[src/rtl/line_fetch_pkg.sv]
// Shared definitions for the line fetcher: state encoding and default line length.
package line_fetch_pkg;

    typedef enum logic {
        IDLE  = 1'b0,
        FETCH = 1'b1
    } fetch_state_t;

    localparam int unsigned WORDS_DEF = 80;

endpackage

[src/rtl/line_fetch_if.sv]
// Framebuffer read-request bus: one word address per request, one word per ack.
interface line_fetch_if #(
    parameter int ADDRW = 16
);
    logic             mem_req;
    logic [ADDRW-1:0] mem_addr;
    logic             mem_ack;

    modport master (output mem_req, output mem_addr, input mem_ack);
    modport slave  (input mem_req, input mem_addr, output mem_ack);
endinterface

[src/rtl/line_fetch.sv]
// Fetches the next display line from the framebuffer into a ping-pong line buffer.
// Optional underrun statistics counter enabled by `define LINE_FETCH_STATS_EN.
module line_fetch
    import line_fetch_pkg::*;
#(
    parameter int CORDW = 16,
    parameter int ADDRW = 16,
    parameter int WORDS = WORDS_DEF
) (
    input  logic                    clk_pix,
    input  logic                    rst_pix_n,
    input  logic                    frame_start,
    input  logic                    line_start,
    input  logic signed [CORDW-1:0] dy,
    input  logic signed [CORDW-1:0] vres,
    input  logic                    enable,
    input  logic        [ADDRW-1:0] fb_base,
    line_fetch_if.master            mem,
    output logic                    lb_wsel,
    output logic                    lb_rsel,
    output logic                    busy,
    output logic                    underrun,
    output logic        [15:0]      underrun_cnt
);

    localparam logic signed [CORDW:0] MINUS1 = '1;
    localparam logic [ADDRW-1:0]      LAST   = ADDRW'(WORDS - 1);
    localparam logic [ADDRW-1:0]      STRIDE = ADDRW'(WORDS);

    fetch_state_t state, state_nxt;

    logic [ADDRW-1:0]       line_base;
    logic [ADDRW-1:0]       cur_addr;
    logic [ADDRW-1:0]       count;
    logic signed [CORDW:0]  dy_ext;
    logic signed [CORDW:0]  win_hi;
    logic                   in_window;
    logic                   start;
    logic                   abort;
    logic                   ack_ok;
    logic [ADDRW-1:0]       base_eff;

    // Widened by one bit so vres-2 cannot overflow at the extremes.
    assign dy_ext    = {dy[CORDW-1], dy};
    assign win_hi    = {vres[CORDW-1], vres} - (CORDW+1)'(2);
    assign in_window = (dy_ext >= MINUS1) && (dy_ext <= win_hi);

    assign start    = line_start && enable && in_window;
    assign abort    = (state == FETCH) && line_start;
    assign ack_ok   = (state == FETCH) && mem.mem_ack && !line_start;
    assign base_eff = frame_start ? fb_base : line_base;

    always_ff @(posedge clk_pix or negedge rst_pix_n) begin
        if (!rst_pix_n) begin
            state <= IDLE;
        end else begin
            state <= state_nxt;
        end
    end

    always_comb begin
        state_nxt = state;
        unique case (state)
            IDLE:  if (start) state_nxt = FETCH;
            FETCH: begin
                if (line_start) begin
                    state_nxt = start ? FETCH : IDLE;
                end else if (mem.mem_ack && count == LAST) begin
                    state_nxt = IDLE;
                end
            end
            default: state_nxt = IDLE;
        endcase
    end

    always_comb begin
        busy        = (state == FETCH);
        mem.mem_req = (state == FETCH);
    end

    assign mem.mem_addr = cur_addr;
    assign lb_rsel      = ~lb_wsel;

    // A new qualifying line_start takes priority over any ack in the same cycle.
    always_ff @(posedge clk_pix or negedge rst_pix_n) begin
        if (!rst_pix_n) begin
            line_base <= '0;
            cur_addr  <= '0;
            count     <= '0;
            lb_wsel   <= 1'b0;
            underrun  <= 1'b0;
        end else begin
            underrun <= abort;
            if (frame_start) begin
                line_base <= fb_base;
            end
            if (start) begin
                cur_addr  <= base_eff;
                line_base <= base_eff + STRIDE;
                count     <= '0;
                lb_wsel   <= ~lb_wsel;
            end else if (ack_ok) begin
                cur_addr <= cur_addr + ADDRW'(1);
                count    <= count + ADDRW'(1);
            end
        end
    end

`ifdef LINE_FETCH_STATS_EN
    always_ff @(posedge clk_pix or negedge rst_pix_n) begin
        if (!rst_pix_n) begin
            underrun_cnt <= '0;
        end else if (abort && underrun_cnt != '1) begin
            underrun_cnt <= underrun_cnt + 16'd1;
        end
    end
`else
    assign underrun_cnt = '0;
`endif

endmodule

[src/flat_wrapper.sv]
// flat-port wrapper written by rule: the top's interface ports become plain ports
module line_fetch_flat import line_fetch_pkg::*;
#(
    parameter int CORDW = 16,
    parameter int ADDRW = 16,
    parameter int WORDS = WORDS_DEF
)
  (clk_pix, rst_pix_n, frame_start, line_start, dy, vres, enable, fb_base, lb_wsel, lb_rsel, busy, underrun, underrun_cnt, mem_mem_req, mem_mem_addr, mem_mem_ack);
  line_fetch_if #(.ADDRW(ADDRW)) mem_i ();
  input  logic clk_pix;
  input  logic rst_pix_n;
  input  logic frame_start;
  input  logic line_start;
  input  logic signed [CORDW-1:0] dy;
  input  logic signed [CORDW-1:0] vres;
  input  logic enable;
  input  logic        [ADDRW-1:0] fb_base;
  output logic lb_wsel;
  output logic lb_rsel;
  output logic busy;
  output logic underrun;
  output logic        [15:0] underrun_cnt;
  output wire logic [$bits(mem_i.mem_req)-1:0] mem_mem_req;
  output wire logic [$bits(mem_i.mem_addr)-1:0] mem_mem_addr;
  input wire logic [$bits(mem_i.mem_ack)-1:0] mem_mem_ack;
  assign mem_mem_req = mem_i.mem_req;
  assign mem_mem_addr = mem_i.mem_addr;
  assign mem_i.mem_ack = mem_mem_ack;
  line_fetch #(.CORDW(CORDW), .ADDRW(ADDRW), .WORDS(WORDS)) u_core (.clk_pix(clk_pix), .rst_pix_n(rst_pix_n), .frame_start(frame_start), .line_start(line_start), .dy(dy), .vres(vres), .enable(enable), .fb_base(fb_base), .mem(mem_i), .lb_wsel(lb_wsel), .lb_rsel(lb_rsel), .busy(busy), .underrun(underrun), .underrun_cnt(underrun_cnt));
endmodule
[config.mk]
export PLATFORM = sky130hd
export DESIGN_NAME = line_fetch_flat
export DESIGN_NICKNAME = d
export VERILOG_FILES = /design/src/rtl/line_fetch_pkg.sv /design/src/rtl/line_fetch_if.sv /design/src/rtl/line_fetch.sv /design/src/flat_wrapper.sv
export SDC_FILE = /design/constraint.sdc
export NUM_CORES = 1
export LEC_CHECK = 0
export ABC_AREA = 0
export CAP_MARGIN = 10
export CORE_MARGIN = 3
export CORE_UTILIZATION = 45
export CTS_CLUSTER_SIZE = 14
export DETAILED_ROUTE_END_ITERATION = 8
export HOLD_SLACK_MARGIN = 0.08
export PLACE_DENSITY = 0.71
export SYNTH_ARGS = -nofsm -noshare
export SYNTH_HDL_FRONTEND = slang
export SYNTH_SLANG_ARGS = --single-unit
export TNS_END_PERCENT = 5
[constraint.sdc]
create_clock -name clk_pix -period 2 [get_ports clk_pix]
set_input_delay 0.3 -clock clk_pix [delete_from_list [all_inputs] [get_ports clk_pix]]
set_output_delay 0.3 -clock clk_pix [all_outputs]
set_load 0.01 [all_outputs]
* Word level (Yosys, flattened, before mapping)
Index checks and enable logic that the tools add are counted.
Operators by class: order comparisons 2, reductions and logical operators 9, muxes and demuxes 10, equality and inequality tests 1, bitwise operators 2, $add $sub $neg 4
Operators by type and width (count):
- $mux 16 | 6
- $add 16x1->16 const B | 2
- $le 16x17->1 | 1
- $sub 16x3->17 const B | 1
- $add 16x7->16 const B | 1
- $eq 16x7->1 const B | 1
- $ge 16x1->1 const B | 1
- $logic_and 1x1->1 | 7
- $mux 1 | 3
- $not 1->1 | 2
- $pmux 1 s2 | 1
- $reduce_bool 2->1 | 1
- $logic_not 1->1 | 1
Storage, ports and cells: output and inout bits 37, bits in registers 51, logic and storage cells 34, input bits 54

* Longest topological paths before layout
depth in word-level cells 7, mapped depth 15, depth with buffers taken out 14

* Worst setup path after synthesis
No wires, ideal clock.
kind input -> register, from input port vres[10], to register u_core.line_base[5], stages on the path 11, slack -1.264 ns, data arrival time 3.137 ns, path buffers 1, data required time 1.873 ns, setup time 0.127 ns, cell sequence or3_1 -> or4_1 -> nor3_1 -> nor2_1 -> ha_1 -> a2111oi_0 -> o21ai_0 -> a22o_1 -> a31oi_4 -> buf_6 -> mux2_1
On the way: cells in the longest elaborated chain, start to end 5
RTL lines:
- start: declaration | RTL line flat_wrapper.sv:15 | input logic signed [CORDW-1:0] vres;
- $sub 16x3->17 | RTL line line_fetch.sv:45 | assign win_hi = {vres[CORDW-1], vres} - (CORDW+1)'(2);
- $le 16x17->1 | RTL line line_fetch.sv:46 | assign in_window = (dy_ext >= MINUS1) && (dy_ext <= win_hi);
- $logic_and 1x1->1 | RTL line line_fetch.sv:46
- $logic_and 1x1->1 | RTL line line_fetch.sv:48 | assign start = line_start && enable && in_window;
- $mux 16 | RTL line line_fetch.sv:97 | if (start) begin
- end signal: assignment | RTL line line_fetch.sv:95 | line_base <= fb_base;
- end signal: assignment | RTL line line_fetch.sv:99 | line_base <= base_eff + STRIDE;
- end: declaration | RTL line line_fetch.sv:32 | logic [ADDRW-1:0] line_base;
No other way between the ends. A chain may end at the register's enable or synchronous reset.

* Final worst setup path
from input port vres[6], to register u_core.cur_addr[2] (netlist: u_core.mem.mem_addr[2])
On the way: cells in the longest elaborated chain, start to end 5, elaborated cells between the ends (all ways) 6, classes of those cells add/sub: 1; order compare: 1; mux: 1; reduce/logical: 3
RTL lines:
- $sub 16x3->17 * | RTL line line_fetch.sv:45
- $le 16x17->1 * | RTL line line_fetch.sv:46
- $logic_and 1x1->1 * | RTL line line_fetch.sv:46
- $logic_and 1x1->1 * | RTL line line_fetch.sv:48
- $mux 16 / $reduce_bool 2->1 (equally long branches)
- end signal: assignment | RTL line line_fetch.sv:98 | cur_addr <= base_eff;
- end signal: assignment | RTL line line_fetch.sv:103 | cur_addr <= cur_addr + ADDRW'(1);
- end: declaration | RTL line line_fetch.sv:33 | logic [ADDRW-1:0] cur_addr;
Every way passes the cells marked *; elsewhere a longest branch is shown, timed or not.

==> impl_metrics.json <==
{
  "status": "finished, violations left",
  "violations": "negative setup slack",
  "ys_warn_count": 0,
  "cp_max_fo": 7,
  "path_depth": 14,
  "ys.flop_type": "dfrtp_1",
  "rr_startpoint": "u_core.line_base[10]",
  "setup_tns_ps": -46380,
  "gp_congestion": 0.871,
  "drt_pre_antenna_iters": 5,
  "fp.dieArea_mm2": 0.00861,
  "post-route-util_pct": 67.6,
  "critical_path.startpoint": "vres[6]",
  "clkSinkCount": 51,
  "drive_above_1_share_pct": 22.9,
  "cts_tree": "built",
  "place_inst": 580,
  "drt-vias-per-instance": 5.15,
  "drt_iter0_drc": 168,
  "r2r_slack_ps": 170,
  "placed_area_mm2": 0.00455,
  "syn_area_per_cell_um2": 9.32,
  "insertion_delay_ps": 300,
  "syn-cell-area_mm2": 0.00339,
  "finalMaxSlewViolations": 0,
  "max_slew_margin_pct": 57.3,
  "p_total_mw": 3.23,
  "grt_pass1_wl_um": 14900,
  "async_flop_share_pct": 100,
  "design_area_mm2": 0.00493,
  "htreeDepth": 2,
  "p_leak_nw": 2.26,
  "cp_cell_sequence": "clkdlybuf4s50_1 > nand2b_4 > nor2_4 > nand2_4 > nor3_2 > xnor2_1 > ha_1 > a211o_1 > a21oi_2 > o21ai_1 > a22o_1 > a31oi_4 > buf_6 > mux2_4",
  "min_period_over_period_pct": 155,
  "post_synth_num_cell_types": 46,
  "timing.rr.end": "u_core.line_base[15]",
  "worst_pin_slew_ps": 641,
  "antenna_found_initial": 0,
  "core_area_mm2": 0.00729,
  "mostFrequentLayoutCell": "clkdlybuf4s50_1",
  "overflow": 0,
  "cp-endpoint": "u_core.mem.mem_addr[2]",
  "layout.cells.non_filler": 597,
  "antenna_left": 0,
  "synth_edf_count": 0,
  "critPathLaunchType": "primary input",
  "die_w_um": 92.8,
  "grt_pass1_vias": 3195,
  "gr-usage-all-layers_pct": 21.2,
  "cap_violations": 0,
  "max_freq_ghz": 0.323,
  "ctsRootBufferMaster": "clkbuf_8",
  "dieHeight_um": 92.8,
  "crit_required_ps": 2190,
  "rsz0062_at_grt": "yes",
  "ys_seq_area_share_pct": 37.6,
  "drt_wl_total_um": 8840,
  "netlist_instances": 364,
  "io-pin-count": 91,
  "synth-seq-cells": 51,
  "hold_class": "primary input to async pin",
  "slowest_delay_ps": 430,
  "row_count": 31,
  "wl_per_cell_um": 14.8,
  "port_buffers": 74,
  "cp_top_family": "compound AO/OA/AOI/OAI gates",
  "routed-via-count": 3074,
  "hold_slack_ps": 103,
  "powerDensity_mw_per_mm2": 654,
  "register_area_mm2": 0.00128,
  "post-route-min-period_ps": 3090,
  "cp-end-kind": "register",
  "clkTransAtPathRegs_ps": 100,
  "fill_cells": 585,
  "ir_worst_vdd_mv": 0.327,
  "dp_hpwl_um": 6620,
  "synth.top_cell.area_share_pct": 37.6,
  "antenna_cells": 0,
  "finalClockSkew_ps": 11.2,
  "synthTopCellsByArea": "dfrtp_1, ha_1, xor2_1",
  "clk_path_buf_depth": 2,
  "area_growth_pct": 45.5,
  "final-hold-violation-count": 0,
  "initial_core_util_pct": 46.5,
  "setup_viol_count_final": 46,
  "crit_buf_inv": 2,
  "drc": 0,
  "crit_arrival_ps": 3290,
  "layout.nets": 573,
  "multi_input_area_mm2": 0.00214,
  "most-common-layout-cells": "clkdlybuf4s50_1, buf_4, dfrtp_1",
  "worst_slack_ps": -1090,
  "r2r_cells": 7,
  "synth_area_leader_cell": "dfrtp_1",
  "grt_max_degree": 52,
  "cts-buffers-inserted": 5,
  "crit_type": "primary input to register",
  "crit_slowest_cell": "clkdlybuf4s50_1",
  "dp_slack_ps": -1770
}
-- power breakdown --
group          total (mW)  internal (mW)  switching, mW
registers            1.40           1.22          0.185
logic                1.25          0.717          0.536
clock network       0.570          0.240          0.330
total                3.23           2.18           1.05
-- synth_stat cells, drive strengths merged (3+ instances only) --
master	n
xor2	25
nand2	31
nor3	11
mux2	7
dfrtp	51
buf	24
and3	12
nand3	15
ha	21
inv	12
nor4	3
and2	4
xnor2	24
nand4	10
nor2	42
nand2b	3
nor2b	3
mux2i	14
o21ai	8
or3	4
a21oi	13
-- state kept, by name, indices dropped and copies added, names as in the netlist --
signal and flops:
u_core.busy 1, u_core.count 16, u_core.lb_wsel 1, u_core.line_base 16, u_core.mem.mem_addr 16, u_core.underrun 1
-- metal layers --
layer,global-route usage (%),share of wire (%),up-vias
li1,-,-,1505
met1,27.4,43,1479
met2,36.5,51,72
met3,3.09,4.1,18
met4,6.59,2.5,0
met5,0,0,-
-- layout make-up --
class                      count  share of cell area (%)
timing repair buffer         137                    25.6
clock buffer                   5                    1.40
tap                           99                    2.51
inverter                      12                   0.913
clock inverter                 2                   0.279
multi-input combinational    291                    43.4
sequential                    51                    25.9
-- cell families (layout without fill, tap and decap cells) --
family | after synthesis | in the layout | share of synthesized area [%]
AO/OA/AOI/OAI | 40 | 40 | 8.30
XOR/XNOR | 49 | 49 | 12.7
adder cells (fa/ha/maj) | 21 | 21 | 7.75
buffers and inverters | 37 | 156 | 6.64
flip-flops | 51 | 51 | 37.6
multiplexers | 21 | 21 | 6.46
other | 1 | 16 | 0.111
AND/OR/NAND/NOR | 144 | 144 | 20.4
-- worst min path at each step --
stage	start	endpoint	slack [ps]	depth (start not counted)
2_1_floorplan	rst_pix_n	u_core.busy	4	0
3_3_place_gp	rst_pix_n	u_core.line_base[3]	450	2
3_5_place_dp	rst_pix_n	u_core.mem.mem_addr[5]	450	2
4_1_cts	rst_pix_n	u_core.mem.mem_addr[5]	130	2
5_1_grt	rst_pix_n	u_core.mem.mem_addr[5]	150	2
6_report	rst_pix_n	u_core.mem.mem_addr[5]	100	2
-- what timing repair did --
item,4_1_cts,5_1_grt
buffers inserted,8,2
setup endpoints to repair,46,46
resized for setup,49,33
hold buffers,0,0
cloned,1,0
pin swaps,24,18
Note: power is estimated with default switching activity, not from simulation.
